### src/rtl/score_pkg.sv
// Shared BCD types and constants for the score keeper and its digit slice.
package score_pkg;

  localparam logic [3:0] BCD_MAX_DIGIT = 4'd9;

  typedef logic [3:0] bcd_digit_t;

  typedef enum logic [1:0] {
    OP_NONE = 2'd0,
    OP_ADD  = 2'd1,
    OP_SUB  = 2'd2
  } op_e;

  // Award amounts above a single decimal digit are clipped to 9.
  function automatic bcd_digit_t clamp_step(input logic [3:0] s);
    return (s > BCD_MAX_DIGIT) ? BCD_MAX_DIGIT : s;
  endfunction

endpackage

### src/rtl/bcd_digit_addsub.sv
// One decimal digit of a ripple BCD adder/subtractor; cin/cout carry either
// the decimal carry (add) or the decimal borrow (subtract).
module bcd_digit_addsub
  import score_pkg::*;
(
  input  bcd_digit_t digit_i,
  input  bcd_digit_t operand_i,
  input  logic       sub_i,
  input  logic       cin_i,
  output bcd_digit_t digit_o,
  output logic       cout_o
);

  logic [4:0] sum;
  logic [4:0] sum_adj;
  logic [4:0] diff;

  always_comb begin
    sum     = {1'b0, digit_i} + {1'b0, operand_i} + {4'd0, cin_i};
    sum_adj = sum - 5'd10;
    diff    = {1'b0, digit_i} - {1'b0, operand_i} - {4'd0, cin_i};
    digit_o = digit_i;
    cout_o  = 1'b0;
    if (sub_i) begin
      // A negative difference wraps modulo 16; adding 10 restores the decimal digit.
      if (diff[4]) begin
        digit_o = diff[3:0] + 4'd10;
        cout_o  = 1'b1;
      end else begin
        digit_o = diff[3:0];
      end
    end else begin
      if (sum > 5'd9) begin
        digit_o = sum_adj[3:0];
        cout_o  = 1'b1;
      end else begin
        digit_o = sum[3:0];
      end
    end
  end

endmodule

### src/rtl/bcd_score_keeper.sv
// Packed-BCD score counter driven by asynchronous right/wrong strobes, with
// saturation, per-game best tracking and a score-changed pulse.
module bcd_score_keeper
  import score_pkg::*;
#(
  parameter int DIGITS      = 2,
  parameter int SYNC_STAGES = 2
) (
  input  logic                  clock,
  input  logic                  reset,
  input  logic                  right,
  input  logic                  wrong,
  input  logic [3:0]            step,
  input  logic                  new_game,
  output logic [4*DIGITS-1:0]   score,
  output logic [4*DIGITS-1:0]   best,
  output logic                  saturated,
  output logic                  changed
);

  localparam int W        = 4 * DIGITS;
  localparam int CH_RIGHT = 0;
  localparam int CH_WRONG = 1;
  localparam logic [W-1:0] ALL_NINES = {DIGITS{BCD_MAX_DIGIT}};

  logic [1:0] raw_in;
  logic [1:0] evt;

  logic [SYNC_STAGES-1:0] fill_q, fill_d;
  logic                   fill_done;

  logic [W-1:0] score_q, score_d;
  logic [W-1:0] best_q, best_d;
  logic         saturated_q, saturated_d;
  logic         changed_q, changed_d;

  assign raw_in = {wrong, right};

  // Marks when the synchronizers hold real input samples rather than reset zeros.
  always_comb fill_d = {fill_q[SYNC_STAGES-2:0], 1'b1};
  assign fill_done = fill_q[SYNC_STAGES-1];

  always_ff @(posedge clock or negedge reset) begin
    if (!reset) fill_q <= '0;
    else        fill_q <= fill_d;
  end

  genvar gi;
  for (gi = 0; gi < 2; gi++) begin : g_chan
    logic [SYNC_STAGES-1:0] sync_q, sync_d;
    logic                   edge_q, edge_d;
    logic                   arm_q, arm_d;

    // A channel only arms after seeing its input low, so a level already high
    // at reset release never counts as an edge.
    always_comb begin
      sync_d = {sync_q[SYNC_STAGES-2:0], raw_in[gi]};
      edge_d = sync_q[SYNC_STAGES-1];
      arm_d  = arm_q | (fill_done & ~sync_q[SYNC_STAGES-1]);
    end

    always_ff @(posedge clock or negedge reset) begin
      if (!reset) begin
        sync_q <= '0;
        edge_q <= 1'b0;
        arm_q  <= 1'b0;
      end else begin
        sync_q <= sync_d;
        edge_q <= edge_d;
        arm_q  <= arm_d;
      end
    end

    assign evt[gi] = sync_q[SYNC_STAGES-1] & ~edge_q & arm_q;
  end

  op_e op;

  always_comb begin
    op = OP_NONE;
    if (!new_game) begin
      if (evt[CH_RIGHT] && !evt[CH_WRONG])      op = OP_ADD;
      else if (evt[CH_WRONG] && !evt[CH_RIGHT]) op = OP_SUB;
    end
  end

  logic              sub_mode;
  bcd_digit_t        lsd_operand;
  logic [DIGITS:0]   carry;
  logic [W-1:0]      chain_result;

  assign sub_mode    = (op == OP_SUB);
  assign lsd_operand = sub_mode ? 4'd1 : clamp_step(step);
  assign carry[0]    = 1'b0;

  for (gi = 0; gi < DIGITS; gi++) begin : g_digit
    bcd_digit_t operand;
    assign operand = (gi == 0) ? lsd_operand : 4'd0;

    bcd_digit_addsub u_digit (
      .digit_i   (score_q[4*gi +: 4]),
      .operand_i (operand),
      .sub_i     (sub_mode),
      .cin_i     (carry[gi]),
      .digit_o   (chain_result[4*gi +: 4]),
      .cout_o    (carry[gi+1])
    );
  end

  // Carry out of the top digit means overflow (add) or a decrement below zero (sub).
  always_comb begin
    score_d     = score_q;
    best_d      = best_q;
    saturated_d = saturated_q;
    if (new_game) begin
      best_d      = (score_q > best_q) ? score_q : best_q;
      score_d     = '0;
      saturated_d = 1'b0;
    end else begin
      case (op)
        OP_ADD: begin
          if (carry[DIGITS]) begin
            score_d     = ALL_NINES;
            saturated_d = 1'b1;
          end else begin
            score_d = chain_result;
          end
        end
        OP_SUB: begin
          if (!carry[DIGITS]) score_d = chain_result;
        end
        default: ;
      endcase
    end
  end

  assign changed_d = (score_d != score_q);

  always_ff @(posedge clock or negedge reset) begin
    if (!reset) begin
      score_q     <= '0;
      best_q      <= '0;
      saturated_q <= 1'b0;
      changed_q   <= 1'b0;
    end else begin
      score_q     <= score_d;
      best_q      <= best_d;
      saturated_q <= saturated_d;
      changed_q   <= changed_d;
    end
  end

  assign score     = score_q;
  assign best      = best_q;
  assign saturated = saturated_q;
  assign changed   = changed_q;

endmodule

### config.mk
export PLATFORM = sky130hd
export DESIGN_NAME = bcd_score_keeper
export DESIGN_NICKNAME = d
export VERILOG_FILES = /design/src/rtl/score_pkg.sv /design/src/rtl/bcd_digit_addsub.sv /design/src/rtl/bcd_score_keeper.sv
export SDC_FILE = /design/constraint.sdc
export NUM_CORES = 1
export LEC_CHECK = 0
export CELL_PAD_IN_SITES_DETAIL_PLACEMENT = 0
export CELL_PAD_IN_SITES_GLOBAL_PLACEMENT = 1
export CORE_MARGIN = 2
export CORE_UTILIZATION = 25
export CTS_CLUSTER_DIAMETER = 50
export DETAILED_ROUTE_END_ITERATION = 8
export MAX_ROUTING_LAYER = met4
export PLACE_DENSITY = 0.63
export SKIP_LAST_GASP = 1
export SYNTH_ARGS = -nofsm -noshare
export SYNTH_HDL_FRONTEND = slang
export SYNTH_SLANG_ARGS = --single-unit
### constraint.sdc
create_clock -name clock -period 5.25 [get_ports clock]
set_input_delay 0.7875 -clock clock [delete_from_list [all_inputs] [get_ports clock]]
set_output_delay 0.7875 -clock clock [all_outputs]
set_load 0.005 [all_outputs]
==> impl_metrics.csv <==
group,metric,value,unit
critical_path,regToRegSetupSlack,0.36,ns
sta,finClkSkew,0.00417,ns
sta,fin_crit,4.89,ns
critical_path,cp_data_arrival_time,5.04,ns
grt,antenna_found_initial,0,
clock_network,root_buffer,"clkbuf_8",
yosys,async_reset_ff_share,100,%
floorplanning,io_pins,27,
critical_path,crit_path_end_kind,"register",
critical_path,slowest_stage,"dfrtp_1",
clock_network,clk_pin_slew,0.10,ns
grt,busiest_layer,"met2",
drt,drc,0,
sta,fin_hold_ws,0.356,ns
drt,ant_nets,0,
critical_path,startpoint_type,"register",
status,status,"finished, final reports clean",
place,hpwl,5260,um
clock_network,hold_buffers,0,
grt,globalRouteMet3Util,1.43,%
floorplanning,die_x,105,um
drt,vias_per_cell,4.88,
clock_network,h-tree-depth,1,
sta,tightest_slew,0.628,ns
drt,firstDrtPassIters,4,
finish,layout.nets,381,
sta,rsz0062_at_grt,"false",
sta,fmax,0.204,GHz
drt,drt_iter0_drc,143,
critical_path,worstSetupPathType,"reg2reg",
yosys,ys_types,65,
clock_network,cts_buffers,3,
critical_path,crit_path_max_fanout,5,
sta,fin_crit_sh,93.2,%
finish,diodes,0,
grt,grt_overflow_total,0,
yosys,yosysWarningCount,0,
yosys,syn_avg_cell_area,8.69,sq um
yosys,synth_edf_count,0,
min_path,hp-class,"reg2reg",
grt,grt_max_degree,29,
drt,via_count,2335,
pwr,vdd.ir_drop.worst,0.165,mV
floorplanning,rows,36,
sta,worst_slack,0.357,ns
critical_path,cpLargestDelayFamily,"compound AO/OA/AOI/OAI gates",
clock_network,insertion_delay,0.28,ns
floorplanning,die_h,105,um
floorplanning,core_area,9820,sq um
sta,finalSetupViolCount,0,
pwr,p_leak,1.46,nW
place,io_buffers,26,
grt,grtUsageTotal,13.1,%
drt,route.detailed.wl_per_inst,14.4,um
drt,routed_wl,6880,um
yosys,synthesis.area,2540,sq um
grt,grt_util_met2,21.5,%
yosys,ys_seq_area_share,27.6,%
sta,maxSlewViolCount,0,
job,maxCapViolations,0,
sta,max-slew-margin-rel,58.2,%
place,place_ws,-0.354,ns
grt,grt_pass1_vias,2369,
critical_path,path_cells,"nand2_1, or2_2, nor3_2, ha_2, nor2_1, nand2_1, ha_2, inv_1, fa_2, nor2b_1, a31oi_1, a221oi_2, mux2i_1, ha_2, ha_2, and4b_1, a311oi_2, buf_4, a21o_1, a211oi_1, o2111ai_1, a2111oi_2, o2111ai_1",
critical_path,crit_required,5.40,ns
grt,use_met1,17.3,%
yosys,ys_seq_elements,28,
critical_path,crit_path_frequent_cell,"ha_2",
yosys,syn_inst,292,
floorplanning,start_util,25.8,%
pwr,powerDensity,241,nW/um^2
sta,final.setup.tns,0,ns
grt,grt_first_pass_wirelength,11500,um
yosys,synth_top_flop_cell,"dfrtp_1",
critical_path,path_buf_inv,2,
clock_network,clockBufferDepth,2,
finish,drive_above_1_share,22.6,%
sta,hold_violations,0,
clock_network,cts.sinks,28,
finish,area_growth,32.5,%
critical_path,cpPeakStageDelay,0.41,ns
clock_network,tritoncts,"built",
place,gp_congestion,0.836,
yosys,synth_nets,327,
floorplanning,dieArea,11000,sq um
final timing paths:
kind,to,cells past startpoint,from
min,fill_q[1]$_DFF_PN0_,0,fill_q[0]$_DFF_PN0_
min reg2reg,fill_q[1]$_DFF_PN0_,0,fill_q[0]$_DFF_PN0_
min in group asynchronous,best[2]$_DFFE_PN0P_,2,reset
max,changed$_DFF_PN0_,23,g_chan[1].sync_q[1]$_DFF_PN0_
max reg2reg,changed$_DFF_PN0_,23,g_chan[1].sync_q[1]$_DFF_PN0_
max in group asynchronous,score[6]$_DFF_PN0_,2,reset
flip-flops by register name (all words and copies together) (netlist names):
name,cells
g_chan.edge_q,2
best,8
g_chan.sync_q,4
score,8
changed,1
g_chan.arm_q,2
fill_q,2
saturated,1
report_power, final:
group | leakage [nW] | total [mW] | internal (mW) | switching, mW
Clock | 0.0357 | 0.175 | 0.102 | 0.0725
Sequential | 0.357 | 0.260 | 0.239 | 0.0213
Combinational | 1.07 | 0.376 | 0.194 | 0.182
layout make-up:
| type | count | area [sq um] |
|---|---|---|
| Sequential cell | 28 | 701 |
| Clock buffer | 3 | 41.3 |
| Inverter | 33 | 124 |
| Clock inverter | 1 | 30.0 |
| Fill cell | 1057 | 6460 |
| Timing Repair Buffer | 63 | 541 |
| Tap cell | 133 | 166 |
| Multi-Input combinational cell | 217 | 1760 |
routing by layer:
layer  part of all wire [%]  wire length [um]  vias up
met3                    2.0               140       10
met4                    1.4                95        0
met2                     47              3220       34
met5                      0                 0        -
met1                     50              3420     1133
li1                       -                 -     1158
cell usage after synthesis (3+ instances only):
cell | count | area share (%)
inv_1 | 31 | 4.6
dfrtp_1 | 28 | 28
nor2_1 | 25 | 3.7
clkbuf_1 | 6 | 0.89
nand2b_1 | 7 | 1.7
a211oi_1 | 5 | 1.5
a21o_1 | 9 | 2.7
nand2_1 | 13 | 1.9
o211ai_1 | 3 | 0.89
o21ai_0 | 10 | 2.0
nor3_1 | 9 | 1.8
o2111ai_1 | 3 | 1.0
a221oi_1 | 5 | 1.7
a21oi_1 | 18 | 3.6
mux2_2 | 5 | 2.2
or2_2 | 3 | 0.74
nor2b_1 | 9 | 2.2
a31oi_1 | 4 | 0.99
nand3b_1 | 3 | 0.89
buf_2 | 5 | 0.99
a2111oi_0 | 3 | 1.0
mux2i_1 | 10 | 3.9
ha_1 | 24 | 12
cell usage in the layout (no fill, tap or decap), types with 3 or more instances in the layout:
master and instances:
ha_1 17, ha_2 6, a31oi_1 4, nand2_1 12
buf_4 37, a21oi_1 18, o2111ai_1 3, a221oi_1 4
nand3b_1 3, nor3_1 7, inv_1 31, o211ai_1 3
a211oi_2 3, nor2b_1 7, nand2b_1 7, mux2_2 5
a211oi_1 3, or2_2 3, dfrtp_1 28, clkbuf_8 3
mux2i_1 9, clkdlybuf4s50_1 25, nor2_1 24, o21ai_0 10
a21o_1 9
stage by stage:
step	power, mW	cells	instance area (sq um)	utilization, %
floorplan	0.497	292	2590	-
global placement	0.635	472	3190	32.5
detailed placement	0.634	472	3190	32.5
CTS	0.813	476	3280	33.4
global route	0.878	478	3360	34.2
finish	0.811	478	3360	34.2
repair_timing:
item / 4_1_cts / 5_1_grt
endpoints found under the hold margin: 0 / 0
endpoints found under the setup margin: 1 / 3
setup buffers: 0 / 2
resized for setup: 3 / 16
pin swaps: 1 / 11
worst register-to-register path, cell delays in order (launching register included):
cell	delay (ns)
dfrtp_1	0.41
nand2_1	0.09
or2_2	0.29
nor3_2	0.19
ha_2	0.27
nor2_1	0.06
nand2_1	0.08
ha_2	0.18
inv_1	0.05
fa_2	0.38
nor2b_1	0.16
a31oi_1	0.24
a221oi_2	0.12
mux2i_1	0.23
ha_2	0.24
ha_2	0.22
and4b_1	0.22
a311oi_2	0.06
buf_4	0.18
a21o_1	0.16
a211oi_1	0.32
o2111ai_1	0.18
a2111oi_2	0.23
o2111ai_1	0.17
cell families after synthesis:
family | share of synthesized area (%)
AO/OA/AOI/OAI | 23.7
XOR/XNOR | 2.57
adder cells (fa/ha/maj) | 13.4
buffers and inverters | 7.50
flip-flops | 27.6
multiplexers | 6.17
other | 0.148
AND/OR/NAND/NOR | 18.9
No activity file was read; power rests on OpenSTA's default activity.
